==> src/rtl/mfp_multi_digit_seven_segment_scanner_if.sv <==
// Bundle between the system-side display bus and the multiplexed seven-segment scanner.
interface mfp_multi_digit_seven_segment_scanner_if #(
  parameter int unsigned N_DIGITS = 8,
  parameter int unsigned PWM_BITS = 4
);
  logic [4*N_DIGITS-1:0] number;
  logic [N_DIGITS-1:0]   dots;
  logic [N_DIGITS-1:0]   digit_en;
  logic                  blank_lz;
  logic [PWM_BITS-1:0]   brightness;
  logic [6:0]            seg;
  logic                  dp;
  logic [N_DIGITS-1:0]   anode;
  logic                  frame_start;

  modport master (
    output number, dots, digit_en, blank_lz, brightness,
    input  seg, dp, anode, frame_start
  );

  modport slave (
    input  number, dots, digit_en, blank_lz, brightness,
    output seg, dp, anode, frame_start
  );
endinterface

==> src/rtl/mfp_multi_digit_seven_segment_scanner.sv <==
// Time-multiplexed N-digit seven-segment driver with frame snapshots,
// per-digit enables, leading-zero blanking and PWM brightness.
module mfp_multi_digit_seven_segment_scanner #(
  parameter int unsigned N_DIGITS       = 8,
  parameter int unsigned DIGIT_PERIOD   = 50000,
  parameter int unsigned PWM_BITS       = 4,
  parameter bit          SEG_ACTIVE_LOW = 1'b1,
  parameter bit          DIG_ACTIVE_LOW = 1'b1
) (
  input logic clk,
  input logic rst,
  mfp_multi_digit_seven_segment_scanner_if.slave bus
);

  localparam int unsigned CNT_W = (DIGIT_PERIOD > 1) ? $clog2(DIGIT_PERIOD) : 1;
  localparam int unsigned IDX_W = (N_DIGITS > 1) ? $clog2(N_DIGITS) : 1;
  localparam int unsigned STEP  = DIGIT_PERIOD >> PWM_BITS;

  localparam logic [CNT_W-1:0]    CNT_LAST = CNT_W'(DIGIT_PERIOD - 1);
  localparam logic [IDX_W-1:0]    IDX_LAST = IDX_W'(N_DIGITS - 1);
  localparam logic [6:0]          SEG_OFF  = {7{SEG_ACTIVE_LOW}};
  localparam logic                DP_OFF   = SEG_ACTIVE_LOW;
  localparam logic [N_DIGITS-1:0] AN_OFF   = {N_DIGITS{DIG_ACTIVE_LOW}};

  logic [CNT_W-1:0]      slot_cnt_q, slot_cnt_d;
  logic [IDX_W-1:0]      idx_q, idx_d;
  logic [4*N_DIGITS-1:0] num_q, num_d;
  logic [N_DIGITS-1:0]   dots_q, dots_d;
  logic [N_DIGITS-1:0]   en_q, en_d;
  logic                  blz_q, blz_d;
  logic [PWM_BITS-1:0]   br_q, br_d;
  logic                  fs_q, fs_d;
  logic [6:0]            seg_q, seg_d;
  logic                  dp_q, dp_d;
  logic [N_DIGITS-1:0]   anode_q, anode_d;

  logic                  snap_c;
  logic                  zero_run_c;
  logic [N_DIGITS-1:0]   lz_c;
  logic [3:0]            cur_nib_c;
  logic                  cur_dot_c;
  logic                  cur_en_c;
  logic                  cur_lz_c;
  logic [31:0]           thresh_c;
  logic                  pwm_ok_c;
  logic                  lit_c;

  function automatic logic [6:0] glyph(input logic [3:0] nib);
    case (nib)
      4'h0: glyph = 7'b0111111;
      4'h1: glyph = 7'b0000110;
      4'h2: glyph = 7'b1011011;
      4'h3: glyph = 7'b1001111;
      4'h4: glyph = 7'b1100110;
      4'h5: glyph = 7'b1101101;
      4'h6: glyph = 7'b1111101;
      4'h7: glyph = 7'b0000111;
      4'h8: glyph = 7'b1111111;
      4'h9: glyph = 7'b1101111;
      4'hA: glyph = 7'b1110111;
      4'hB: glyph = 7'b1111100;
      4'hC: glyph = 7'b0111001;
      4'hD: glyph = 7'b1011110;
      4'hE: glyph = 7'b1111001;
      default: glyph = 7'b1110001;
    endcase
  endfunction

  // State register: scan counters, frame snapshot and registered pin drive.
  always_ff @(posedge clk) begin
    if (rst) begin
      slot_cnt_q <= '0;
      idx_q      <= '0;
      num_q      <= '0;
      dots_q     <= '0;
      en_q       <= '0;
      blz_q      <= 1'b0;
      br_q       <= '0;
      fs_q       <= 1'b0;
      seg_q      <= SEG_OFF;
      dp_q       <= DP_OFF;
      anode_q    <= AN_OFF;
    end else begin
      slot_cnt_q <= slot_cnt_d;
      idx_q      <= idx_d;
      num_q      <= num_d;
      dots_q     <= dots_d;
      en_q       <= en_d;
      blz_q      <= blz_d;
      br_q       <= br_d;
      fs_q       <= fs_d;
      seg_q      <= seg_d;
      dp_q       <= dp_d;
      anode_q    <= anode_d;
    end
  end

  // Next state: slot counter, digit index and frame snapshot capture.
  always_comb begin
    slot_cnt_d = slot_cnt_q + CNT_W'(1);
    idx_d      = idx_q;
    if (slot_cnt_q == CNT_LAST) begin
      slot_cnt_d = '0;
      idx_d      = (idx_q == IDX_LAST) ? '0 : idx_q + IDX_W'(1);
    end
    snap_c = (slot_cnt_q == '0) && (idx_q == '0);
    num_d  = snap_c ? bus.number     : num_q;
    dots_d = snap_c ? bus.dots       : dots_q;
    en_d   = snap_c ? bus.digit_en   : en_q;
    blz_d  = snap_c ? bus.blank_lz   : blz_q;
    br_d   = snap_c ? bus.brightness : br_q;
  end

  // Digit i is blanked when every nibble from i up to the top is zero; digit 0 never is.
  always_comb begin
    lz_c       = '0;
    zero_run_c = 1'b1;
    for (int i = int'(N_DIGITS) - 1; i >= 0; i--) begin
      zero_run_c = zero_run_c & (num_q[4*i +: 4] == 4'h0);
      lz_c[i]    = blz_q & zero_run_c & (i > 0);
    end
  end

  // Output logic: select the current digit, apply PWM and ghost gap, then polarity.
  always_comb begin
    cur_nib_c = 4'h0;
    cur_dot_c = 1'b0;
    cur_en_c  = 1'b0;
    cur_lz_c  = 1'b0;
    for (int i = 0; i < int'(N_DIGITS); i++) begin
      if (idx_q == IDX_W'(i)) begin
        cur_nib_c = num_q[4*i +: 4];
        cur_dot_c = dots_q[i];
        cur_en_c  = en_q[i];
        cur_lz_c  = lz_c[i];
      end
    end
    thresh_c = 32'(br_q) * STEP;
    pwm_ok_c = (&br_q) || (32'(slot_cnt_q) < thresh_c);
    lit_c    = (slot_cnt_q != '0) && cur_en_c && !cur_lz_c && pwm_ok_c;

    seg_d   = SEG_OFF;
    dp_d    = DP_OFF;
    anode_d = AN_OFF;
    if (lit_c) begin
      seg_d   = glyph(cur_nib_c) ^ SEG_OFF;
      dp_d    = cur_dot_c ^ DP_OFF;
      anode_d = (N_DIGITS'(1) << idx_q) ^ AN_OFF;
    end
    fs_d = snap_c;
  end

  assign bus.seg         = seg_q;
  assign bus.dp          = dp_q;
  assign bus.anode       = anode_q;
  assign bus.frame_start = fs_q;

endmodule

==> src/flat_wrapper.sv <==
// flat-port wrapper written by rule: the top's interface ports become plain ports
module mfp_multi_digit_seven_segment_scanner_flat 
#(
  parameter int unsigned N_DIGITS       = 8,
  parameter int unsigned DIGIT_PERIOD   = 50000,
  parameter int unsigned PWM_BITS       = 4,
  parameter bit          SEG_ACTIVE_LOW = 1'b1,
  parameter bit          DIG_ACTIVE_LOW = 1'b1
)
  (clk, rst, bus_number, bus_dots, bus_digit_en, bus_blank_lz, bus_brightness, bus_seg, bus_dp, bus_anode, bus_frame_start);
  mfp_multi_digit_seven_segment_scanner_if #(.N_DIGITS(N_DIGITS), .PWM_BITS(PWM_BITS)) bus_i ();
  input logic clk;
  input logic rst;
  input wire logic [$bits(bus_i.number)-1:0] bus_number;
  input wire logic [$bits(bus_i.dots)-1:0] bus_dots;
  input wire logic [$bits(bus_i.digit_en)-1:0] bus_digit_en;
  input wire logic [$bits(bus_i.blank_lz)-1:0] bus_blank_lz;
  input wire logic [$bits(bus_i.brightness)-1:0] bus_brightness;
  output wire logic [$bits(bus_i.seg)-1:0] bus_seg;
  output wire logic [$bits(bus_i.dp)-1:0] bus_dp;
  output wire logic [$bits(bus_i.anode)-1:0] bus_anode;
  output wire logic [$bits(bus_i.frame_start)-1:0] bus_frame_start;
  assign bus_i.number = bus_number;
  assign bus_i.dots = bus_dots;
  assign bus_i.digit_en = bus_digit_en;
  assign bus_i.blank_lz = bus_blank_lz;
  assign bus_i.brightness = bus_brightness;
  assign bus_seg = bus_i.seg;
  assign bus_dp = bus_i.dp;
  assign bus_anode = bus_i.anode;
  assign bus_frame_start = bus_i.frame_start;
  mfp_multi_digit_seven_segment_scanner #(.N_DIGITS(N_DIGITS), .DIGIT_PERIOD(DIGIT_PERIOD), .PWM_BITS(PWM_BITS), .SEG_ACTIVE_LOW(SEG_ACTIVE_LOW), .DIG_ACTIVE_LOW(DIG_ACTIVE_LOW)) u_core (.clk(clk), .rst(rst), .bus(bus_i));
endmodule
==> config.mk <==
export PLATFORM = sky130hd
export DESIGN_NAME = mfp_multi_digit_seven_segment_scanner_flat
export DESIGN_NICKNAME = d
export VERILOG_FILES = /design/src/rtl/mfp_multi_digit_seven_segment_scanner_if.sv /design/src/rtl/mfp_multi_digit_seven_segment_scanner.sv /design/src/flat_wrapper.sv
export SDC_FILE = /design/constraint.sdc
export NUM_CORES = 1
export LEC_CHECK = 0
export ABC_AREA = 0
export BUFFER_PORTS_ARGS = -buffer_cell sky130_fd_sc_hd__clkbuf_2
export CAP_MARGIN = 0
export CORE_UTILIZATION = 58
export CTS_CLUSTER_SIZE = 25
export DETAILED_ROUTE_END_ITERATION = 10
export GPL_TIMING_DRIVEN = 0
export PLACE_DENSITY_LB_ADDON = 0.08
export SYNTH_ARGS = -nofsm -noshare
export SYNTH_HDL_FRONTEND = slang
export SYNTH_SLANG_ARGS = --single-unit
==> constraint.sdc <==
create_clock -name clk -period 5.25 [get_ports clk]
set_clock_uncertainty 0.2 [all_clocks]
set_input_delay 0.2625 -clock clk [delete_from_list [all_inputs] [get_ports clk]]
set_output_delay 0.2625 -clock clk [all_outputs]
set_load 0.05 [all_outputs]
==> results.toml, run 1 <==
[place]
hpwl_um = 9650
dp_cells = 791
place_area_sq_um = 5424
dp_slack_ns = 1.039
port-buffer-count = 70
globalplace.congestion = 0.9551

[timing]
final.min_clock_period_ns = 4.244
rsz0062_at_grt = "false"
finalMaxSlewViolations = 0
period_share_pct = 80.84
worstMarginPinSlew_ns = 0.6391
setup_ws_ns = 1.006
hold_viol_final = 0
clock.fmax_mhz = 235.6
setup_tns_ns = 0
relSlewSlack_pct = 56.29
setup_viol = 0

[synthesis]
syn-cell-area_sq_um = 4942
syn-num-nets = 718
synth.distinct_cells = 68
synthSimpleGateAreaFrac_pct = 23.16
synth_edf_count = 0
syn_inst = 616
synth_top_family_by_area = "simple AND/OR/NAND/NOR gates"
yosys.area_share.xor_xnor_pct = 4.608
avgSynthCellArea_sq_um = 8.023
synth_seq_area_share_pct = 36.05
synth_warnings = 0
synth-seq-cells = 89
async_flop_share_pct = 0
synth-adder-area-share_pct = 11.90
synth.area.mux_share_pct = 0.4304
synth_compound_area_share_pct = 18.94
synth_top_flop_cell = "dfxtp_1"

[setup_path]
startpoint_type = "flop"
slowest_delay_ns = 0.38
cp-end-kind = "flop"
worstPathArrival_ns = 4.27
crit_family = "compound AO/OA/AOI/OAI gates"
path_cells = "ha_1 > xor2_1 > ha_1 > a21o_1 > ha_1 > a21o_1 > a21oi_1 > o21ai_0 > and3_1 > a31oi_1 > xor2_1 > ha_1 > a21oi_1 > o21ai_0 > a21oi_1 > o21ai_0 > a21oi_4 > buf_6 > nand2_1"
crit_buf_inv = 1
setup.worst_path.class = "flop to flop"
slowest_stage = "dfxtp_1"
critPathRequiredTime_ns = 5.27
crit_top_cell = "ha_1"
critPathMaxFanout = 10

[global_route]
grt_pass1_wl_um = 22260
antenna_found_initial = 0
grt.overflow.total = 0
grt_pass1_vias = 4654
grt_max_degree = 17
grt_use_total_pct = 32.35

[finish]
antenna_cells = 0
final_core_util_pct = 74.92
fin_area_sq_um = 6156
fillers = 654
area_growth_pct = 24.56
final_common_cell = "nand2_1"
drive_above_1_share_pct = 15.23
layout_common_cells = "nand2_1, dfxtp_1, a21oi_1"
layout.nets = 852
finalNonFillerCells = 860

[die]
dieArea_sq_um = 8894
die_w_um = 94.31
die_y_um = 94.31
coreArea_sq_um = 8217
start_util_pct = 60.15
fp-row-count = 33
io_pins = 72

[detailed_routing]
routed_wl_um = 13510
drt-vias-per-instance = 5.798
wl_per_cell_um = 15.71
dr_total_vias = 4986
ant_nets = 0
drc_errors = 0
drt_iter0_drc = 316
first_pass_iters = 5

[flow_run]
maxCapViolations = 0

[cts]
htreeDepth = 3
clock_path_buffers = 2
cts-root-buf = "clkbuf_8"
clk_pin_slew_worst_paths_ns = 0.09
clock_sinks = 89
cts-buffers-inserted = 9
cts_tree = "built"
clk-insertion-delay-late_ns = 0.36
ctsResizeCount = 0

[min_path]
hold_path.class = "flop to flop"

[power_and_ir_drop]
ir_worst_vdd_mv = 0.2237
power_density_nw_per_um2 = 258.6
p_leak_nw = 2.729

[run_status]
outcome = "finished, final reports clean"
final cells by class:
class                      count  area [sq um]  share of cell area [%]
buffer                        33         160.2                   2.602
clock buffer                   9         123.9                   2.012
clock inverter                 7         77.57                   1.260
inverter                      22         82.58                   1.341
multi-input combinational    472          2918                   47.40
sequential                    89          1782                   28.94
tap                          105         131.4                   2.134
timing repair buffer         123         880.8                   14.31
synthesized netlist by cell type (5+ instances only):
| library cell | count | area (sq um) |
|---|---|---|
| xor2_1 | 16 | 140.1 |
| a21o_1 | 7 | 52.55 |
| buf_2 | 13 | 65.06 |
| nor2b_1 | 6 | 37.54 |
| nor2_1 | 32 | 120.1 |
| ha_1 | 47 | 588.1 |
| inv_1 | 21 | 78.83 |
| o21ai_0 | 17 | 85.08 |
| o22ai_1 | 5 | 31.28 |
| nand3_1 | 14 | 70.07 |
| and3_1 | 10 | 62.56 |
| clkbuf_1 | 16 | 60.06 |
| nor4_1 | 7 | 43.79 |
| xnor2_1 | 10 | 87.58 |
| nand2_1 | 139 | 521.8 |
| o21a_1 | 5 | 37.54 |
| a31oi_1 | 5 | 31.28 |
| dfxtp_1 | 89 | 1782 |
| nand2b_1 | 5 | 31.28 |
| and2_1 | 6 | 37.54 |
| a21oi_1 | 76 | 380.4 |
path summary, 6_finish.rpt:
kind	from	endpoint	slack, ns	depth (start not counted)
hold / removal	u_core.en_q[5]	u_core.en_q[5]	0.26	2
setup reg to reg	u_core.br_q[1]	u_core.bus.anode[3]	1.01	19
hold reg to reg	u_core.en_q[5]	u_core.en_q[5]	0.26	2
setup / recovery	u_core.br_q[1]	u_core.bus.anode[3]	1.01	19
per-stage QoR:
stage | hold WS [ns] | power [W]
finish | 0.2582 | 0.001592
global route | 0.2875 | 0.001671
CTS | 0.2600 | 0.001595
global placement | 0.2476 | 0.001066
detailed placement | 0.2465 | 0.001078
floorplan | 0.1985 | 0.0009810
sequential cells by signal, summed over array words and instances, names as in the netlist:
signal and count:
u_core.bus.frame_start 1, u_core.bus.dp 1, u_core.slot_cnt_q 16, u_core.bus.seg 7, u_core.br_q 4, u_core.dots_q 8
u_core.num_q 32, u_core.bus.anode 8, u_core.blz_q 1, u_core.en_q 8, u_core.idx_q 3
layer usage:
metal,part of all wire (%),GRT usage [%],up-vias
met5,0,0,-
met3,5.8,7.362,45
met2,50,55.80,185
li1,-,-,2411
met4,2.8,12.69,0
met1,41,38.73,2345
where the power goes:
part	switching, W	internal, W
registers	0.0000414	0.000719
clock network	0.000265	0.000226
logic	0.000193	0.000147
tightest hold or removal path, delay by kind of cell (launching register included):
| kind | cells | cell delay, ns |
|---|---|---|
| AND/OR/NAND/NOR | 1 | 0.05 |
| AO/OA/AOI/OAI | 1 | 0.05 |
| flip-flops | 1 | 0.31 |
kinds of logic after synthesis:
group	count (synthesis)
xor+xnor	26
buf+inv	55
compound gates	150
simple gates	247
mux	2
fa+ha+maj	47
flops	89
timing repair:
item / in CTS / in global routing
hold buffers: 53 / 0
buffers inserted: 0 / 0
hold endpoints to repair: 53 / 0
No activity file was read; power rests on OpenSTA's default activity.
==> inputs of run 2 (changes only) <==
Settings changed: ABC_AREA 0 to 1.
Clock period 5.25 ns to 4.1 ns, I/O delays scaled along.
==> results.toml, run 2 <==
[run_status]
outcome = "finished, final reports clean"

[global_route]
grt.overflow.total = 0
grt_use_total_pct = 32.76
grt_pass1_wl_um = 23020
antenna_found_initial = 0
grt_max_degree = 18
grt_pass1_vias = 4970

[detailed_routing]
drt_iter0_drc = 291
first_pass_iters = 5
routed_wl_um = 14390
dr_total_vias = 5363
drc_errors = 0
ant_nets = 0
wl_per_cell_um = 14.84
drt-vias-per-instance = 5.529

[setup_path]
slowest_stage = "dfxtp_4"
r2r_slack_ns = 0.28
startpoint_type = "flop"
worstPathArrival_ns = 3.87
crit_top_cell = "nand2_1"
critPathMaxFanout = 10
r2r_end = "u_core.bus.anode[7]"
crit_buf_inv = 4
regToRegStartpoint = "u_core.br_q[2]"
crit_family = "adder cells"
cp-end-kind = "flop"
setup.worst_path.class = "flop to flop"
critPathRequiredTime_ns = 4.15
path_cells = "inv_1 > ha_1 > inv_1 > ha_2 > ha_4 > nand2_1 > inv_1 > nand4_1 > nand3_2 > a21oi_1 > nor2_2 > nand3_1 > nand2_1 > nand2_1 > xor2_1 > ha_1 > nand2_1 > o21ai_0 > a21oi_1 > a21boi_2 > nor2_4 > buf_8 > nand2_1"
slowest_delay_ns = 0.41
rr_worst_depth = 23

[cts]
htreeDepth = 3
cts-root-buf = "clkbuf_8"
clk_pin_slew_worst_paths_ns = 0.10
clock_sinks = 89
clock_path_buffers = 2
cts-buffers-inserted = 9
clk-insertion-delay-late_ns = 0.37
cts_tree = "built"

[synthesis]
synth_top_area_share_pct = 34.91
syn-num-nets = 824
synth-seq-cells = 89
synth.distinct_cells = 34
yosysMostFrequentCell = "nand2_1"
synth_top_flop_cell = "dfxtp_1"
synth_seq_area_share_pct = 34.91
async_flop_share_pct = 0
syn_inst = 722
synth_warnings = 0
syn-cell-area_sq_um = 5104
synth_edf_count = 0
synthTopCellsByArea = "dfxtp_1, ha_1, nand2_1"
yosys.area.top_type = "dfxtp_1"
synth.top_cells.by_count = "nand2_1, inv_1, dfxtp_1"
avgSynthCellArea_sq_um = 7.069

[power_and_ir_drop]
p_total_w = 0.002228
p_leak_nw = 3.043
power_density_nw_per_um2 = 348.1
ir_worst_vdd_mv = 0.2138

[timing]
worstMarginPinSlew_ns = 0.5739
hold_viol_final = 0
relSlewSlack_pct = 61.74
period_share_pct = 93.07
setup_ws_ns = 0.2841
finalMaxSlewViolations = 0
setup_viol = 0
clock.fmax_mhz = 262.1
final.min_clock_period_ns = 3.816

[finish]
antenna_cells = 0
finalNonFillerCells = 970
layout_common_cells = "nand2_1, inv_1, dfxtp_1"
seqCellArea_sq_um = 1785
area_growth_pct = 25.37
top_register = "u_core.num_q"
final_common_cell = "nand2_1"
fillers = 635
fin_area_sq_um = 6399
biggestRegsByFlops = "u_core.num_q x32, u_core.slot_cnt_q x16"
largest_reg_flops = 32
multi_input_area_sq_um = 2755
layout.nets = 962
drive_above_1_share_pct = 14.10
final_core_util_pct = 76.34

[min_path]
hold_path.class = "flop to flop"
holdPathStages = 2
min_to = "u_core.dots_q[4]"
min-delay-start = "u_core.dots_q[4]"

[die]
start_util_pct = 60.89
die_w_um = 95.81
coreArea_sq_um = 8382
dieArea_sq_um = 9179
fp-row-count = 33
io_pins = 72
die_y_um = 95.81

[place]
dp_slack_ns = -0.2547
dp_cells = 898
place_area_sq_um = 5590
hpwl_um = 9791
port-buffer-count = 71
globalplace.congestion = 0.9184

[flow_run]
maxCapViolations = 0
==> run 2: report_power, final <==
part	internal [W]	switching, W
logic	0.000231	0.000354
clock network	0.000295	0.000368
registers	0.000937	0.0000432
total	0.00146	0.000765
==> run 2: per-layer routing <==
metal / part of all wire [%] / vias up / GRT usage, % / wire length (um)
met5: 0 / - / 0 / 0
li1: - / 2620 / - / -
met1: 41 / 2451 / 39.36 / 5891
met3: 5.9 / 48 / 4.818 / 851
met2: 50 / 244 / 58.39 / 7190
met4: 3.2 / 0 / 13.18 / 458
==> run 2: tightest hold or removal path, stage by stage (launching register included) <==
cell and delay (ns):
dfxtp_1 0.32, inv_1 0.05, a21oi_1 0.05
==> run 2: logic make-up (layout without fill, tap and decap cells) <==
group / Yosys count / count (layout) / synth area share [%]
AOI/OAI and AO/OA: 173 / 173 / 17.63
xor gates and xnor gates: 13 / 13 / 2.231
adders and majority gates: 47 / 47 / 11.52
buffers and inverters: 143 / 286 / 11.69
DFF: 89 / 89 / 34.91
and+or+nand+nor: 257 / 257 / 22.02
==> run 2: how the worst max path moves through the flow <==
stage                         startpoint                   to  slack, ns  cells past startpoint
after floorplan           u_core.br_q[2]  u_core.bus.anode[7]       0.40                     23
after CTS                 u_core.br_q[2]  u_core.bus.anode[7]       0.07                     23
after global routing      u_core.br_q[2]  u_core.bus.anode[7]      -0.01                     23
after global placement    u_core.br_q[2]  u_core.bus.anode[7]       -0.1                     23
after detailed placement  u_core.br_q[2]  u_core.bus.anode[5]      -0.25                     23
final                     u_core.br_q[2]  u_core.bus.anode[7]       0.28                     23
==> run 2: layout make-up <==
type                            instances  area share [%]
Timing Repair Buffer                  128           14.35
Multi-Input combinational cell        490           43.06
Clock inverter                          7           1.369
Clock buffer                            9           1.936
Sequential cell                        89           27.90
Tap cell                              105           2.053
Inverter                              120           7.039
Buffer                                 22           2.288
==> run 2: stage by stage <==
step	hold WS, ns	setup TNS [ns]
floorplan	0.07729	0
global placement	0.2327	-0.7343
detailed placement	0.2356	-2.945
CTS	0.005087	0
global route	0.2686	-0.01442
finish	0.2563	0
==> run 2: what timing repair did <==
action                     CTS  global route
cloned                       0             0
pin swaps                    1             1
gates resized for setup      3             7
setup endpoints to repair   16            16
hold endpoints to repair    55             1
hold buffers                53             1
setup buffers                2             1
